**src/rtl/div_iter_if.sv**
```systemverilog
// div_iter_if: request/result bundle between the EX stage and the iterative divider
// master: EX stage drives operands, start_i and annul_i; samples result_o, ready_o, busy_o and div_zero_o
// slave: divider side of the same signals
`timescale 1ns/1ps
interface div_iter_if #(parameter int WIDTH = 32);
    logic               signed_div_i;
    logic [WIDTH-1:0]   opdata1_i;
    logic [WIDTH-1:0]   opdata2_i;
    logic               start_i;
    logic               annul_i;
    logic [2*WIDTH-1:0] result_o;
    logic               ready_o;
    logic               busy_o;
    logic               div_zero_o;
    modport master (
        output signed_div_i, opdata1_i, opdata2_i, start_i, annul_i,
        input  result_o, ready_o, busy_o, div_zero_o
    );
    modport slave (
        input  signed_div_i, opdata1_i, opdata2_i, start_i, annul_i,
        output result_o, ready_o, busy_o, div_zero_o
    );
endinterface

```
**src/rtl/div_iter.sv**
```systemverilog
// div_iter: multi-cycle radix-2 restoring divider, signed/unsigned, result_o = {remainder, quotient}
// ports: clk, rst (sync, active-high), d (div_iter_if.slave: operands, start/annul in; result/ready/busy/div_zero out)
`timescale 1ns/1ps
module div_iter #(parameter int WIDTH = 32) (
    input logic      clk,
    input logic      rst,
    div_iter_if.slave d
);
    localparam int CNT_W = $clog2(WIDTH + 1);
    typedef enum logic [1:0] {FREE, BY_ZERO, ON, END} state_t;
    state_t           state, state_n;
    logic [CNT_W-1:0] cnt;
    logic [WIDTH-1:0] rem, quo, dvs, q_fix, r_fix;
    logic             neg_q, neg_r, accept;
    logic [WIDTH:0]   trial;
    assign accept   = d.start_i && !d.annul_i;
    // partial remainder stays below the divisor, so bit WIDTH of the trial is the borrow
    assign trial    = {rem, quo[WIDTH-1]} - {1'b0, dvs};
    assign q_fix    = neg_q ? -quo : quo;
    assign r_fix    = neg_r ? -rem : rem;
    assign d.busy_o = (state == BY_ZERO) || (state == ON);
    always_comb begin
        state_n = state;
        unique case (state)
            FREE:    state_n = !accept ? FREE : (d.opdata2_i == '0) ? BY_ZERO : ON;
            // zero divisor waits one extra cycle so its result appears two edges after acceptance
            BY_ZERO: state_n = d.annul_i ? FREE : (cnt == '0) ? BY_ZERO : END;
            ON:      state_n = d.annul_i ? FREE : (cnt == CNT_W'(WIDTH)) ? END : ON;
            END:     state_n = (d.annul_i || !d.start_i) ? FREE : END;
            default: state_n = FREE;
        endcase
    end
    always_ff @(posedge clk) begin
        if (rst) begin
            state        <= FREE;
            cnt          <= '0;
            rem          <= '0;
            quo          <= '0;
            dvs          <= '0;
            neg_q        <= 1'b0;
            neg_r        <= 1'b0;
            d.result_o   <= '0;
            d.ready_o    <= 1'b0;
            d.div_zero_o <= 1'b0;
        end else begin
            state <= state_n;
            if (state == FREE && state_n != FREE) begin
                cnt   <= '0;
                rem   <= '0;
                quo   <= (d.signed_div_i && d.opdata1_i[WIDTH-1]) ? -d.opdata1_i : d.opdata1_i;
                dvs   <= (d.signed_div_i && d.opdata2_i[WIDTH-1]) ? -d.opdata2_i : d.opdata2_i;
                neg_q <= d.signed_div_i && (d.opdata1_i[WIDTH-1] ^ d.opdata2_i[WIDTH-1]);
                neg_r <= d.signed_div_i && d.opdata1_i[WIDTH-1];
            end
            if (state == BY_ZERO && state_n == BY_ZERO)
                cnt <= cnt + CNT_W'(1);
            if (state == ON && state_n == ON) begin
                cnt <= cnt + CNT_W'(1);
                rem <= trial[WIDTH] ? {rem[WIDTH-2:0], quo[WIDTH-1]} : trial[WIDTH-1:0];
                quo <= {quo[WIDTH-2:0], ~trial[WIDTH]};
            end
            if (state_n == END && state != END) begin
                d.ready_o    <= 1'b1;
                d.div_zero_o <= (state == BY_ZERO);
                d.result_o   <= (state == ON) ? {r_fix, q_fix} : '0;
            end
            if (state_n == FREE) begin
                d.result_o   <= '0;
                d.ready_o    <= 1'b0;
                d.div_zero_o <= 1'b0;
            end
        end
    end
endmodule

```
**src/flat_wrapper.sv**
```systemverilog
// flat-port wrapper written by rule: the top's interface ports become plain ports
module div_iter_flat 
#(parameter int WIDTH = 32)
  (clk, rst, d_signed_div_i, d_opdata1_i, d_opdata2_i, d_start_i, d_annul_i, d_result_o, d_ready_o, d_busy_o, d_div_zero_o);
  div_iter_if #(.WIDTH(WIDTH)) d_i ();
  input logic clk;
  input logic rst;
  input wire logic [$bits(d_i.signed_div_i)-1:0] d_signed_div_i;
  input wire logic [$bits(d_i.opdata1_i)-1:0] d_opdata1_i;
  input wire logic [$bits(d_i.opdata2_i)-1:0] d_opdata2_i;
  input wire logic [$bits(d_i.start_i)-1:0] d_start_i;
  input wire logic [$bits(d_i.annul_i)-1:0] d_annul_i;
  output wire logic [$bits(d_i.result_o)-1:0] d_result_o;
  output wire logic [$bits(d_i.ready_o)-1:0] d_ready_o;
  output wire logic [$bits(d_i.busy_o)-1:0] d_busy_o;
  output wire logic [$bits(d_i.div_zero_o)-1:0] d_div_zero_o;
  assign d_i.signed_div_i = d_signed_div_i;
  assign d_i.opdata1_i = d_opdata1_i;
  assign d_i.opdata2_i = d_opdata2_i;
  assign d_i.start_i = d_start_i;
  assign d_i.annul_i = d_annul_i;
  assign d_result_o = d_i.result_o;
  assign d_ready_o = d_i.ready_o;
  assign d_busy_o = d_i.busy_o;
  assign d_div_zero_o = d_i.div_zero_o;
  div_iter #(.WIDTH(WIDTH)) u_core (.clk(clk), .rst(rst), .d(d_i));
endmodule
```
**config.mk**
```make
export PLATFORM = sky130hd
export DESIGN_NAME = div_iter_flat
export DESIGN_NICKNAME = d
export VERILOG_FILES = /design/src/rtl/div_iter_if.sv /design/src/rtl/div_iter.sv /design/src/flat_wrapper.sv
export SDC_FILE = /design/constraint.sdc
export NUM_CORES = 1
export LEC_CHECK = 0
export ABC_AREA = 1
export CORE_MARGIN = 2
export CORE_UTILIZATION = 40
export CTS_CLUSTER_SIZE = 8
export DETAILED_ROUTE_END_ITERATION = 16
export GPL_TIMING_DRIVEN = 0
export PLACE_DENSITY = 0.66
export SYNTH_ARGS = -nofsm -noshare
export SYNTH_HDL_FRONTEND = slang
export SYNTH_SLANG_ARGS = --single-unit
```
**constraint.sdc**
```tcl
create_clock -name clk -period 2.86 [get_ports clk]
set_input_delay 0.858 -clock clk [delete_from_list [all_inputs] [get_ports clk]]
set_output_delay 0.858 -clock clk [all_outputs]
set_load 0.02 [all_outputs]
```
==> results of run 1 <==
flip-flops by register name, summed over array words and instances (netlist names):
name and cells:
u_core.cnt 6, u_core.d.div_zero_o 1, u_core.d.ready_o 1, u_core.d.result_o 64, u_core.dvs 32, u_core.neg_q 1, u_core.neg_r 1, u_core.quo 32
u_core.rem 32, u_core.state 2
cells by family (layout without fill, tap and decap cells):
kind of cell | Yosys count | count (layout) | share of synthesized area, %
AO/OA/AOI/OAI | 311 | 311 | 12.5
XOR/XNOR | 103 | 103 | 6.90
adder cells (fa/ha/maj) | 43 | 43 | 4.17
buffers and inverters | 402 | 581 | 12.0
flip-flops | 172 | 172 | 26.3
AND/OR/NAND/NOR | 1207 | 1207 | 38.1
final timing paths:
check                                        endpoint  depth (start not counted)  slack, ns
worst max-delay path             u_core.d.result_o[3]                         13       0.18
worst min register to register  u_core.d.result_o[55]                          2       0.46
worst min-delay path            u_core.d.result_o[55]                          2       0.46
worst max register to register         u_core.rem[30]                         18       0.23
timing repair:
| item | 4_1_cts | 5_1_grt |
|---|---|---|
| setup endpoints to repair | 131 | 142 |
| gates cloned | 0 | 1 |
| setup buffers | 8 | 5 |
| hold endpoints to repair | 0 | 0 |
| pin swaps | 6 | 9 |
| resized for setup | 19 | 103 |
area by class of cell:
cell class	instances	area [um^2]
fill	3481	16400
multi-input combinational	1664	8190
sequential	172	3440
timing repair buffer	148	1530
inverter	327	1230
tap	442	553
buffer	74	462
clock buffer	18	439
clock inverter	14	151
worst max-delay path, cell delays in order:
cell	delay (ns)
clkdlybuf4s50_1	0.47
nor2_2	0.15
nand2_1	0.09
nor2_1	0.14
nand4_1	0.20
o21ai_2	0.24
nand3_4	0.13
nor2_4	0.14
buf_12	0.13
buf_4	0.11
clkbuf_4	0.18
nand2_1	0.07
a21oi_1	0.13
power by group through the flow:
stage          combinational [mW]  clock [mW]  sequential [mW]
3_3_place_gp                 1.39           0             2.57
2_1_floorplan               0.941           0             2.55
3_5_place_dp                 1.40           0             2.57
6_report                     1.48        2.34             2.51
4_1_cts                      1.42        2.38             2.51
5_1_grt                      1.64        2.46             2.52
placed cells by master, fill, tap and decap left out, types with 9 or more instances in the layout:
cell / instances
ha_1: 41
clkbuf_1: 29
xor2_1: 73
inv_1: 321
nand3_1: 177
a21oi_1: 198
xnor2_1: 30
nand3b_1: 9
dlymetal6s2s_1: 25
clkdlybuf4s50_1: 109
clkbuf_4: 12
nor2_2: 15
nand4_1: 29
clkbuf_16: 17
nand2_1: 747
dfxtp_1: 171
nor2_1: 171
nor3_1: 29
buf_6: 11
buf_4: 20
o21ai_0: 77
layer usage:
metal	global-route usage (%)	routed length, um
met1	33.1	19600
met2	45.5	21300
met3	3.68	2380
met4	10.3	1700
met5	0	0
per-stage QoR:
stage / instances / setup TNS, ns / hold slack [ns] / utilization [%] / total power, mW
global route: 2859 / 0 / 0.476 / 49.4 / 6.63
floorplan: 2238 / 0 / 0.443 / - / 3.49
finish: 2859 / 0 / 0.462 / 49.4 / 6.34
detailed placement: 2814 / -97.03 / 0.457 / 46.2 / 3.96
CTS: 2853 / -0.0578 / 0.467 / 48.5 / 6.30
global placement: 2814 / -95.98 / 0.454 / 46.2 / 3.95
==> results.md, run 1 <==
- Status: complete, no violations
- Leading area contributor after synthesis: dfxtp_1
- Drt initial violations: 1240
- WP data required: 3.23 ns
- CTS tree: done
- Commonest cells in the netlist: nand2_1, inv_1, a21oi_1, nor2_1, nand3_1
- Later-pin clock latency in the skew report: 0.44 ns
- Synthesized area: 13100 um^2
- Max Cap Viol: 0
- Final Critical Period: 2.68 ns
- First-pass GRT wire length: 70000 um
- Synth top area cells: dfxtp_1, nand2_1, inv_1
- Placeable Area: 32400 um^2
- Final setup margin: 0.183 ns
- Routed WL: 45100 um
- Crit path capture type: register
- Clock Skews: 0.0117 ns
- Synth Instances: 2238
- Initial core utilization: 40.4%
- PwrDens: 396 nW/um^2
- Area post-placement: 15000 um^2
- Hold_sp: u_core.d.result_o[55]
- Crit path DAT: 3.05 ns
- Total CTS buffers: 17
- Number of diodes: 0
- Vias in the first global route: 13500
- Residual DRC: 0
- CTS sink count: 172
- Top-count cell post-synth: nand2_1
- Net count after synthesis: 2350
- Sequential share of the synthesized area: 26.3%
- Crit Path Class: in -> reg
- Tightest Hold Check Type: reg -> reg
- Syn. warnings: 0
- Critical path launch point type: input port
- Combinational share of power: 23.3%
- Hold Vio Cnt, Final: 0
- Share of cells above drive strength 1: 5.88%
- RSZ-0062 raised after global routing: no
- Power share of the clock group: 37.0%
- Sequential power share: 39.7%
- Final Setup Violations: 0
- Avg WL per Cell: 15.8 um
- Die width: 185 um
- Initial antenna violation count: 0
- Async S/R FF share, synth: 0%
- Final Cycle Share: 93.6%
- Pin count of the biggest net entering global routing: 18
- Internal Power: 4.22 mW
- Leakage: 7.61 nW
- Number of synthesized flops with an enable pin: 0
- Worst slew margin: 39.3%
- Final Instance Area: 16000 um^2
- Bufs on Longest Clock Path: 2
- Via count: 14400
- Slew @ Worst Pin: 0.910 ns
- Yosys top cell area share: 26.3%
- H-Tree Depth: 4
- Overflow after GRT: 0
- Post-DR vias/cell: 5.03
- Clock-pin slew on the worst setup and hold paths: 0.07 ns
- CP startpoint: d_opdata2_i[25]
- Cell variety after synth: 41
- Fmax: 374 MHz
- Hold_buf cts: 0
- Root Buffer: clkbuf_16
- RePlAce Congestion: 0.958
- Area Overhead vs Synth: 22.4%
- Total global-route track usage: 26.3%
- Sw Ratio: 33.4%
- Sw power: 2.12 mW
- Max-slew violations: 0
- Die area: 34100 um^2
- Count of buffers from port buffering: 134
- Reg2Reg Launch Point: u_core.quo[31]
- Drt first pass iters: 7
- Die H: 185 um
- Synth Flop Type: dfxtp_1
- Final ANT Viol Nets: 0
- HPWL Detailed: 36800 um
- Syn avg cell area: 5.84 um^2
- Row count: 66
- I/O pin cnt: 136
- Post-Place Worst Slack: -0.849 ns
- Nets: 2516
- Critical Path Fanout Max: 10
- Maximum VDD drop: 0.437 mV
- Flops & latches, synth: 172
(Power assumes the default switching activity.)
==> inputs of run 2 (changes only) <==
--- a/config.mk
+++ b/config.mk
@@ -6,12 +6,12 @@
 export NUM_CORES = 1
 export LEC_CHECK = 0
 export ABC_AREA = 1
+export CAP_MARGIN = 20
 export CORE_MARGIN = 2
 export CORE_UTILIZATION = 40
 export CTS_CLUSTER_SIZE = 8
 export DETAILED_ROUTE_END_ITERATION = 16
 export GPL_TIMING_DRIVEN = 0
-export PLACE_DENSITY = 0.66
 export SYNTH_ARGS = -nofsm -noshare
 export SYNTH_HDL_FRONTEND = slang
 export SYNTH_SLANG_ARGS = --single-unit
==> results.md, run 2 (synthesis gave the netlist of run 1 again) <==
- Area post-placement: 15000 um^2
- Slew @ Worst Pin: 0.918 ns
- Critical Path Fanout Max: 10
- Row count: 66
- Placed Instances: 2814
- Vias in the first global route: 13500
- Max FFs per register: 64
- Initial core utilization: 40.4%
- Later-pin clock latency in the skew report: 0.46 ns
- TNS Setup: 0 ns
- Hold Vio Cnt, Final: 0
- Initial antenna violation count: 0
- Leakage: 7.52 nW
- WP data required: 3.24 ns
- Status: complete, no violations
- HPWL Detailed: 37200 um
- Hold path cells: 2
- Die area: 34100 um^2
- Fmax: 358 MHz
- Final Cycle Share: 97.6%
- Critical path launch point type: input port
- Tightest Hold Check Type: reg -> reg
- Most frequent cells in the layout: nand2_1, inv_1, a21oi_1, nand3_1, nor2_1
- Worst reg2reg path depth: 18
- Crit path capture type: register
- Finished Layout Cells: 2857
- Root Buffer: clkbuf_16
- H-Tree Depth: 4
- RePlAce Congestion: 0.922
- Overflow after GRT: 0
- Area Overhead vs Synth: 21.5%
- Final Critical Period: 2.79 ns
- Die H: 185 um
- CTS sink count: 172
- Pin count of the biggest net entering global routing: 19
- Post-Place Worst Slack: -0.834 ns
- Maximum VDD drop: 0.439 mV
- Final Setup Violations: 0
- Share of cells above drive strength 1: 5.38%
- PwrDens: 395 nW/um^2
- Max-slew violations: 0
- Avg WL per Cell: 15.9 um
- Total global-route track usage: 26.8%
- Most common cell after layout, fill and taps aside: nand2_1
- Area occupied by multi-input gates: 8170 um^2
- Final Instance Area: 15900 um^2
- Residual DRC: 0
- Clock-pin slew on the worst setup and hold paths: 0.07 ns
- First-pass GRT wire length: 70900 um
- Worst slew margin: 38.8%
- Total CTS buffers: 17
- I/O pin cnt: 136
- Post-DR vias/cell: 5.02
- Crit Path Class: in -> reg
- Number of diodes: 0
- Nets: 2514
- # fillers: 3517
- Drt first pass iters: 5
- Clock Skews: 0.0135 ns
- Register Area: 3440 um^2
- Crit path DAT: 3.17 ns
- Routed WL: 45400 um
- Max Cap Viol: 0
- CTS tree: done
- Die width: 185 um
- Final ANT Viol Nets: 0
- Largest register by flop count: u_core.d.result_o
- Drt initial violations: 948
- Placeable Area: 32400 um^2
- Final setup margin: 0.0678 ns
- Count of buffers from port buffering: 134
- Bufs on Longest Clock Path: 2
- Via count: 14300
==> run 2: where the power goes <==
group          switching [mW]  leakage (nW)  internal, mW
combinational           0.962          5.85         0.498
clock                    1.14         0.278          1.16
sequential             0.0567          1.39          2.46
==> run 2: path summary, 6_finish.rpt <==
path	from	endpoint	slack [ns]
max	d_opdata2_i[29]	u_core.rem[29]	0.07
min	u_core.d.result_o[8]	u_core.d.result_o[8]	0.46
max reg2reg	u_core.quo[31]	u_core.rem[30]	0.19
min reg2reg	u_core.d.result_o[8]	u_core.d.result_o[8]	0.46
==> run 2: what timing repair did <==
action	CTS	global route
hold buffers	0	0
endpoints found under the setup margin	127	145
pin swaps	6	10
gates resized for setup	14	71
setup buffers	6	7
==> run 2: stage by stage <==
stage / hold slack [ns] / util (%) / power, mW
global placement: 0.455 / 46.2 / 3.96
global route: 0.482 / 49.1 / 6.59
floorplan: 0.443 / - / 3.49
detailed placement: 0.455 / 46.2 / 3.97
finish: 0.463 / 49.1 / 6.27
CTS: 0.466 / 48.3 / 6.27
==> run 2: per-layer routing <==
metal  GRT usage, %  routed length, um  vias to the layer above
li1               -                  -                     7383
met1           33.3              19900                     6442
met2           45.7              21200                      427
met3           3.93               2330                       91
met4           11.9               1910                        0
met5              0                  0                        -
==> run 2: area by class of cell <==
cell class / instances / share of cell area [%]
buffer: 73 / 2.54
clock buffer: 18 / 2.70
clock inverter: 14 / 0.874
inverter: 327 / 7.73
multi-input combinational: 1664 / 51.4
sequential: 172 / 21.7
tap: 442 / 3.48
timing repair buffer: 147 / 9.58
==> run 2: critical path: stages <==
cell and delay (ns):
clkdlybuf4s50_1 0.49, nor2_2 0.17, nand3_1 0.08, nor2_1 0.13, nand4_1 0.25, o21ai_4 0.26, buf_4 0.16, nor2_4 0.05
nor2_4 0.12, buf_12 0.13, buf_4 0.11, buf_6 0.15, nand2_1 0.06, a21oi_1 0.14
